**src/rtl/multicycle_ctrl_pkg.sv**
```systemverilog
// Shared encodings for the multi-cycle RV32I control sequencer.
package multicycle_ctrl_pkg;

  typedef enum logic [2:0] {
    S_IDLE   = 3'd0,
    S_FETCH  = 3'd1,
    S_DECODE = 3'd2,
    S_EXEC   = 3'd3,
    S_MEM    = 3'd4,
    S_WB     = 3'd5,
    S_TRAP   = 3'd6
  } state_t;

  typedef enum logic [3:0] {
    CLS_OP, CLS_OPIMM, CLS_LOAD, CLS_STORE, CLS_BRANCH,
    CLS_JAL, CLS_JALR, CLS_LUI, CLS_AUIPC, CLS_NONE
  } iclass_t;

  localparam logic [6:0] OPC_OP     = 7'b0110011;
  localparam logic [6:0] OPC_OPIMM  = 7'b0010011;
  localparam logic [6:0] OPC_LOAD   = 7'b0000011;
  localparam logic [6:0] OPC_STORE  = 7'b0100011;
  localparam logic [6:0] OPC_BRANCH = 7'b1100011;
  localparam logic [6:0] OPC_JAL    = 7'b1101111;
  localparam logic [6:0] OPC_JALR   = 7'b1100111;
  localparam logic [6:0] OPC_LUI    = 7'b0110111;
  localparam logic [6:0] OPC_AUIPC  = 7'b0010111;

  // ImmExtend select codes
  localparam logic [2:0] ITYPE = 3'd0;
  localparam logic [2:0] STYPE = 3'd1;
  localparam logic [2:0] BTYPE = 3'd2;
  localparam logic [2:0] UTYPE = 3'd3;
  localparam logic [2:0] JTYPE = 3'd4;

  localparam logic [1:0] PC_PLUS4 = 2'd0;
  localparam logic [1:0] PC_IMM   = 2'd1;
  localparam logic [1:0] PC_ALU   = 2'd2;

  localparam logic [1:0] WB_ALU = 2'd0;
  localparam logic [1:0] WB_MEM = 2'd1;
  localparam logic [1:0] WB_PC4 = 2'd2;

endpackage

```
**src/rtl/multicycle_ctrl_opdecode.sv**
```systemverilog
// Combinational opcode classifier: opcode -> immediate type, class, legality.
module multicycle_ctrl_opdecode
  import multicycle_ctrl_pkg::*;
(
  input  logic [6:0] opcode,
  output logic [2:0] imm_type,
  output iclass_t    iclass,
  output logic       legal
);

  // Table lookup; OP reports ITYPE but callers leave their imm select untouched for it
  always_comb begin
    imm_type = ITYPE;
    iclass   = CLS_NONE;
    legal    = 1'b1;
    case (opcode)
      OPC_OP:     iclass = CLS_OP;
      OPC_OPIMM:  iclass = CLS_OPIMM;
      OPC_LOAD:   iclass = CLS_LOAD;
      OPC_JALR:   iclass = CLS_JALR;
      OPC_STORE:  begin iclass = CLS_STORE;  imm_type = STYPE; end
      OPC_BRANCH: begin iclass = CLS_BRANCH; imm_type = BTYPE; end
      OPC_LUI:    begin iclass = CLS_LUI;    imm_type = UTYPE; end
      OPC_AUIPC:  begin iclass = CLS_AUIPC;  imm_type = UTYPE; end
      OPC_JAL:    begin iclass = CLS_JAL;    imm_type = JTYPE; end
      default:    legal = 1'b0;
    endcase
  end

endmodule

```
**src/rtl/multicycle_ctrl.sv**
```systemverilog
// Multi-cycle RV32I control sequencer: FSM, memory wait timeout, datapath enables.
//
//   state  | meaning
//   IDLE   | waiting for start
//   FETCH  | instruction memory request, load IR on ready
//   DECODE | latch opcode, select immediate type
//   EXEC   | ALU operand select, branch resolution
//   MEM    | data memory access, hold until ready
//   WB     | register write-back and PC update
//   TRAP   | illegal opcode or memory timeout, left only by reset
module multicycle_ctrl
  import multicycle_ctrl_pkg::*;
#(
  parameter bit          RESET_TO_FETCH = 1'b1,
  parameter int unsigned MAX_WAIT       = 255
) (
  input  logic        clk,
  input  logic        rst,
  input  logic        start,
  input  logic [31:0] inst,
  input  logic        br_taken,
  input  logic        imem_ready,
  input  logic        dmem_ready,
  output logic        imem_req,
  output logic        dmem_req,
  output logic        dmem_we,
  output logic        ir_we,
  output logic        pc_we,
  output logic [1:0]  pc_src,
  output logic [2:0]  imm_type,
  output logic        alu_src_a,
  output logic        alu_src_b,
  output logic        reg_we,
  output logic [1:0]  wb_sel,
  output logic        illegal,
  output logic        busy
);

  localparam logic [7:0] MAX_WAIT_C = 8'(MAX_WAIT);

  state_t     state, state_nx;
  logic [6:0] opcode_q;
  logic [7:0] wait_cnt, wait_inc;
  logic       waiting, wait_hit;
  logic [6:0] dec_in;
  logic [2:0] dec_imm;
  iclass_t    dec_cls;
  logic       dec_legal;
  logic       inst_unused;

  // Only the opcode field is consumed here; the rest feeds the datapath
  assign inst_unused = ^inst[31:7];

  // In DECODE classify the fresh IR contents; afterwards the latched opcode
  assign dec_in = (state == S_DECODE) ? inst[6:0] : opcode_q;

  multicycle_ctrl_opdecode u_opdecode (
    .opcode   (dec_in),
    .imm_type (dec_imm),
    .iclass   (dec_cls),
    .legal    (dec_legal)
  );

  assign waiting  = ((state == S_FETCH) && !imem_ready) || ((state == S_MEM) && !dmem_ready);
  assign wait_inc = wait_cnt + 8'd1;
  // Timeout fires on the not-ready cycle that would bring the count to MAX_WAIT
  assign wait_hit = (MAX_WAIT_C != 8'd0) && waiting && (wait_inc == MAX_WAIT_C);

  // State register
  always_ff @(posedge clk) begin
    if (rst) state <= RESET_TO_FETCH ? S_FETCH : S_IDLE;
    else     state <= state_nx;
  end

  // Opcode latch, immediate select, sticky illegal flag and wait counter
  always_ff @(posedge clk) begin
    if (rst) begin
      opcode_q <= 7'd0;
      imm_type <= ITYPE;
      illegal  <= 1'b0;
      wait_cnt <= 8'd0;
    end else begin
      if (state == S_DECODE) begin
        opcode_q <= inst[6:0];
        if (dec_legal && (dec_cls != CLS_OP)) imm_type <= dec_imm;
      end
      if ((state_nx == S_TRAP) && (state != S_TRAP)) illegal <= 1'b1;
      if (state_nx != state)                       wait_cnt <= 8'd0;
      else if (waiting && (wait_cnt != 8'hFF))     wait_cnt <= wait_inc;
    end
  end

  // Next-state logic
  always_comb begin
    state_nx = state;
    case (state)
      S_IDLE:   if (start) state_nx = S_FETCH;
      S_FETCH:  if (imem_ready) state_nx = S_DECODE;
                else if (wait_hit) state_nx = S_TRAP;
      S_DECODE: state_nx = dec_legal ? S_EXEC : S_TRAP;
      S_EXEC: begin
        case (dec_cls)
          CLS_BRANCH:          state_nx = S_FETCH;
          CLS_LOAD, CLS_STORE: state_nx = S_MEM;
          default:             state_nx = S_WB;
        endcase
      end
      S_MEM:    if (dmem_ready) state_nx = (dec_cls == CLS_STORE) ? S_FETCH : S_WB;
                else if (wait_hit) state_nx = S_TRAP;
      S_WB:     state_nx = S_FETCH;
      S_TRAP:   state_nx = S_TRAP;
      default:  state_nx = S_TRAP;
    endcase
  end

  // Output decode; reset suppresses every request and enable in its own cycle
  always_comb begin
    imem_req  = 1'b0;
    dmem_req  = 1'b0;
    dmem_we   = 1'b0;
    ir_we     = 1'b0;
    pc_we     = 1'b0;
    pc_src    = PC_PLUS4;
    alu_src_a = 1'b0;
    alu_src_b = 1'b0;
    reg_we    = 1'b0;
    wb_sel    = WB_ALU;
    busy      = 1'b0;
    if (!rst) begin
      busy = (state != S_IDLE) && (state != S_TRAP);
      case (state)
        S_FETCH: begin
          imem_req = 1'b1;
          ir_we    = imem_ready;
        end
        S_EXEC: begin
          alu_src_b = (dec_cls != CLS_OP) && (dec_cls != CLS_BRANCH);
          alu_src_a = (dec_cls == CLS_AUIPC);
          if (dec_cls == CLS_BRANCH) begin
            pc_we  = 1'b1;
            pc_src = br_taken ? PC_IMM : PC_PLUS4;
          end
          if (dec_cls == CLS_JAL)  pc_src = PC_IMM;
          if (dec_cls == CLS_JALR) pc_src = PC_ALU;
        end
        S_MEM: begin
          dmem_req = 1'b1;
          dmem_we  = (dec_cls == CLS_STORE);
          pc_we    = dmem_ready && (dec_cls == CLS_STORE);
        end
        S_WB: begin
          reg_we = 1'b1;
          pc_we  = 1'b1;
          case (dec_cls)
            CLS_LOAD: wb_sel = WB_MEM;
            CLS_JAL:  begin wb_sel = WB_PC4; pc_src = PC_IMM; end
            CLS_JALR: begin wb_sel = WB_PC4; pc_src = PC_ALU; end
            default:  wb_sel = WB_ALU;
          endcase
        end
        default: ;
      endcase
    end
  end

endmodule

```
**config.mk**
```make
export PLATFORM = sky130hd
export DESIGN_NAME = multicycle_ctrl
export DESIGN_NICKNAME = d
export VERILOG_FILES = /design/src/rtl/multicycle_ctrl_pkg.sv /design/src/rtl/multicycle_ctrl_opdecode.sv /design/src/rtl/multicycle_ctrl.sv
export SDC_FILE = /design/constraint.sdc
export NUM_CORES = 1
export LEC_CHECK = 0
export ABC_AREA = 0
export BUFFER_PORTS_ARGS = -buffer_cell sky130_fd_sc_hd__buf_2
export CAP_MARGIN = 20
export CORE_MARGIN = 5
export CORE_UTILIZATION = 40
export DETAILED_ROUTE_END_ITERATION = 8
export PLACE_DENSITY = 0.68
export SYNTH_ARGS = -nofsm -noshare
export SYNTH_HDL_FRONTEND = slang
export SYNTH_HIERARCHICAL = 1
export SYNTH_SLANG_ARGS = --single-unit
export TNS_END_PERCENT = 20
```
**constraint.sdc**
```tcl
create_clock -name clk -period 3.7 [get_ports clk]
set_input_delay 0.74 -clock clk [delete_from_list [all_inputs] [get_ports clk]]
set_output_delay 0.74 -clock clk [all_outputs]
set_load 0.02 [all_outputs]
```
# == Yosys cells after proc, flatten, opt, wreduce, memory -nomap -nowiden ==
# Cells that the tools add are included.
# totals
out_inout_bits,17
word_cells,93
inputBits,38
register_bits,22
# classes
add_sub_neg,1
n_reduce_logical,21
muxes,40
eq_ne,26
# op_table
op,count
$pmux 4 s9,1
$eq 7x6->1 const B,3
$eq 7x7->1 const B,3
$mux 1,20
$mux 3,6
$pmux 3 s6,1
$eq 7x5->1 const B,2
$eq 4x3->1 const B,3
$pmux 2 s2,3
$pmux 3 s4,1
$mux 2,5
$eq 3x3->1 const B,3
$logic_and 1x1->1,9
$reduce_or 9->1,1
$add 8x1->8 const B,1
$eq 4x2->1 const B,2
$eq 8x8->1 const B,1
$ne 8x8->1 const B,1
$reduce_or 2->1,4
$eq 7x2->1 const B,1
$mux 7,1
$eq 3x2->1 const B,2
$pmux 3 s2,1
$eq 4x4->1 const B,1
11 further kinds,12

# == Depth between registers and ports, before layout ==
# logic_depth
word_depth,10
mapped_depth,14
mapped_depth_nobuf,11

# == Cells and area by module ==
# Netlist, hierarchy kept.
# modules_own_cells
mod,area_per_inst_um2,cells_per_inst,n_inst
multicycle_ctrl,1488.9,177,1
multicycle_ctrl_opdecode,212.7,37,1

# == Worst setup path before layout ==
# Ideal clock, no wire load.
# synth_path
path_kind,reg-to-output
start,register state[2]
end,output port pc_src[1]
path_stages_with_launch,12
t_arrival_ns,3.184
slack_ns,-0.224
n_path_buf,3
path_cell_list,dfxtp_1 nand2b_1 buf_2 nor2_1 mux2_2 buf_4 nor3_1 a211oi_1 a211o_1 clkbuf_1 or4b_2 a21oi_1
# synth_between
elab_chain_len,8
elab_cells_between_ends,20
classes_between,eq/ne: 14; mux: 6
# synth_lines
element,line_no,rtl
from (decl),multicycle_ctrl.sv:41,"state_t state, state_nx;"
from (signal assigned),multicycle_ctrl.sv:71,if (rst) state <= RESET_TO_FETCH ? S_FETCH : S_IDLE;
from (signal assigned),multicycle_ctrl.sv:72,else state <= state_nx;
$eq 3x2->1 (*),multicycle_ctrl.sv:55,assign dec_in = (state == S_DECODE) ? inst[6:0] : opcode_q;
$mux 7 (*),--,
net dec_in[4],multicycle_ctrl.sv:45,logic [6:0] dec_in;
"$eq 7x7->1, or another cell as far along",multicycle_ctrl_opdecode.sv:16,case (opcode)
$pmux 4 s9 (*),multicycle_ctrl_opdecode.sv:16,
net dec_cls[0],multicycle_ctrl.sv:47,iclass_t dec_cls;
$eq 4x3->1 (on tied branches),"multicycle_ctrl.sv:144, multicycle_ctrl.sv:154, multicycle_ctrl.sv:143",
$pmux 2 s2 / $mux 2 (equally long branches),"multicycle_ctrl.sv:154, multicycle_ctrl.sv:144",
$pmux 2 s2 (*),multicycle_ctrl.sv:131,case (state)
$mux 2 (*),multicycle_ctrl.sv:129,if (!rst) begin
to (decl),multicycle_ctrl.sv:29,"output logic [1:0] pc_src,"
# Mark *: on every way through the listed nets, which the timed path passes. The rest lies on a longest branch.

# == Final worst setup path ==
# layout_path
start,register state[2]
end,output port pc_we
# layout_between
elab_chain_len,8
elab_cells_between_ends,21
classes_between,eq/ne: 15; mux: 5; reduce/logical: 1
# layout_lines
element,line_no,rtl
$eq 3x2->1 (*),multicycle_ctrl.sv:55,
$mux 7 (*),--,
net dec_in[6],multicycle_ctrl.sv:45,
"$eq 7x7->1, or another cell as far along",multicycle_ctrl_opdecode.sv:16,
$pmux 4 s9 (*),multicycle_ctrl_opdecode.sv:16,
net dec_cls[1],multicycle_ctrl.sv:47,
$eq 4x3->1 / $eq 4x2->1 (equally long branches),"multicycle_ctrl.sv:139, multicycle_ctrl.sv:149",
$mux 1 / $logic_and 1x1->1 (equally long branches),"multicycle_ctrl.sv:139, multicycle_ctrl.sv:149",
$pmux 1 s3 (*),multicycle_ctrl.sv:131,
$mux 1 (*),multicycle_ctrl.sv:129,
to (decl),multicycle_ctrl.sv:28,"output logic pc_we,"
# Marked as above.

==> metrics <==
status=finished clean; Hold Fails Final Rpt=0; Most common cell on crit path=buf_4; Slew Viols, Final=0; slowest CP cell=mux2_4; min Tclk post-route=between 3 and 4 ns; CP cell instances=nand2b_4 -> nor2_4 -> mux2_4 -> buf_4 -> and3b_1 -> nand2_1 -> a21oi_4 -> nor3b_2 -> a31oi_1 -> o22a_1 -> nor2_1 -> buf_4; row cnt=23; Max Fclk=approximately 270 MHz; kind of end point of the critical path=output pin; #FFs+latches synth=22; placed instance count=~300; Final Instance Area=between 2000 and 2500 µm²; leading register cell type out of synthesis=dfxtp_1; area of the core=4060 µm²; commonest non-fill, non-tap cell in the layout=buf_2; Reg clk slew, reported paths=around 0.08 ns; Worst Clk Skew=0.00260 ns; initial antenna violation count=0; GRT Overall Usage=between 10 and 15%; cts hold-fix bufs=0; wire length per cell=between 10 and 15 µm; CTS Buf Count=3; Synth Instances=214; Syn Nets=254; die width=75.2 µm; MaxCap Viol Count=0; CP required=2.96 ns; First-pass DRT Iterations=4; Mapped Area=1700 µm²; Worst Hold Class=reg2reg; worst path bufs/invs=2; DRT antenna net count=0; Worst Setup Start Kind=register; Sw Share=32.2%; IO Pins=55; worst path arrival time=2.92 ns; Worst Tran Pin Value=0.569 ns; commonest non-fill, non-tap cells in the layout=buf_2 (27), dfxtp_1 (21), buf_4 (21); GP Congestion=between 0.8 and 0.9; Initial Utilization=41.9%; unrepaired setup endpoints after global routing=true; sequential share of the synthesized area=25.9%; CTS Buffer Depth=2; EDFF count, synth=0; vias per cell=5.63; Clock Power Share=between 20 and 30%; vias=1722; internal power=0.424 mW; worst skew pair latency=0.26 ns; TritonCTS clock tree=built; Clk Tree Root Cell=clkbuf_8; combinational share of power=a little under a third; total wire length=4330 µm; Layout Nets=297; Pwr per Cell Area=284 nW/µm²; Avg Inst Size Synth=7.95 µm²; share of post-route cells with drive strength above 1=35.2%; CP top delay family=simple AND/OR/NAND/NOR gates; global-route wire length before repair=6870 µm; Cell Area, Placed=between 1500 and 2000 µm²; Cell variety after synth=60; Die ar.=5660 µm²; fraction of registers with async set/reset=0%; Residual DRC=0; fin worst setup slack=0.0402 ns; Iteration-0 DRC Markers=124; static leakage=0.836 nW; CP peak stage delay=0.35 ns; pre-CTS WS=0.0878 ns; Synth Warn #=6; Worst Path Max Fanout=10; Antenna diodes=0; Layout Cells excl Fill=306; grt total ovfl=0; maximum vdd drop=155 µV; sequential share of power=40.6%; # setup viols final=0; largest net degree at the start of global routing=20; P&R area growth vs syn=29.1%; Crit Path Category=reg2out; dpl hpwl=~3000 µm; CTS Sinks=22; vias in the first global route=roughly 1500; Rel. slew slack=between 60% and 70%; Die Y=between 70 and 80 µm; Final period util=98.9%; IO Port Bufs=29; H-tree depth=1; switching power total=0.201 mW
## path summary, 6_finish.rpt
kind	start	to	depth (start not counted)	slack, ns
setup / recovery	state[2]$_SDFF_PP0_	pc_we	12	0.04
hold / removal	imm_type[1]$_SDFFE_PP0P_	imm_type[1]$_SDFFE_PP0P_	2	0.51
setup reg to reg	state[2]$_SDFF_PP0_	wait_cnt[7]$_SDFFE_PP0P_	14	0.61
hold reg to reg	imm_type[1]$_SDFFE_PP0P_	imm_type[1]$_SDFFE_PP0P_	2	0.51
## worst min-delay path: stages, from the launching register on
cell and delay, ns:
dfxtp_1 0.34, mux2i_1 0.07, nor2_1 0.07
## per-layer routing
layer  up-vias  share of wire, %  routed length (µm)  global-route usage [%]
met1       811                46                2000                    20.0
li1        865                 -                   -                       -
met4         0               1.5                  63                    4.47
met2        38                48                2070                    24.8
met3         8               4.5                 196                    2.40
met5         -                 0                   0                       0
## cell families after synthesis
group	count (synthesis)	share of synthesized area, %
multiplexers	13	8.46
XOR/XNOR	6	3.09
flip-flops	22	25.9
AND/OR/NAND/NOR	99	32.4
AO/OA/AOI/OAI	50	22.5
adder cells (fa/ha/maj)	2	1.47
buffers and inverters	22	6.18
## final cells by class
type                    count  area (µm²)
fillers                   382        1860
multi-input cells         170        1280
flip-flops and latches     22         442
repair buffers             51         327
well taps                  50        62.6
clock buffers               4        55.1
inverters                   9        33.8
## state kept, by name, indices dropped and copies added (netlist names)
register  count
imm_type      3
wait_cnt      8
state         3
illegal       1
opcode_q      7
## stage by stage
step / utilization (%) / total power [mW] / TNS (ns) / hold slack [ns]
4_1_cts: 51.6 / 0.619 / 0 / 0.510
6_report: 54.1 / 0.625 / 0 / 0.512
2_1_floorplan: - / 0.392 / 0 / 0.523
3_3_place_gp: 48.0 / 0.434 / 0 / 0.476
3_5_place_dp: 48.0 / 0.435 / 0 / 0.483
5_1_grt: 54.1 / 0.661 / -0.130 / 0.548
## what timing repair did
action / CTS / global route
setup buffers: 3 / 6
pin swaps: 3 / 5
gates resized for setup: 15 / 12
setup endpoints to repair: 3 / 3
## cells in the mapped netlist, types with 6 or more instances
master | n | share of area (%)
a21oi_1 | 12 | 3.5
a31oi_1 | 7 | 2.6
buf_2 | 6 | 1.8
dfxtp_1 | 22 | 26
inv_1 | 8 | 1.8
mux2_2 | 7 | 4.6
nand2_1 | 14 | 3.1
nand2b_1 | 6 | 2.2
nand3_1 | 11 | 3.2
nor2_1 | 21 | 4.6
nor2b_1 | 7 | 2.6
nor3_1 | 12 | 3.5
o21ai_0 | 7 | 2.1
## power groups by stage
stage                     registers, mW  clock network (mW)  logic (mW)
after global routing              0.255               0.190       0.215
after detailed placement          0.258                   0       0.177
after global placement            0.258                   0       0.176
final                             0.253               0.173       0.198
after CTS                         0.254               0.180       0.186
after floorplan                   0.259                   0       0.133
Note: power is estimated with default switching activity, not from simulation.
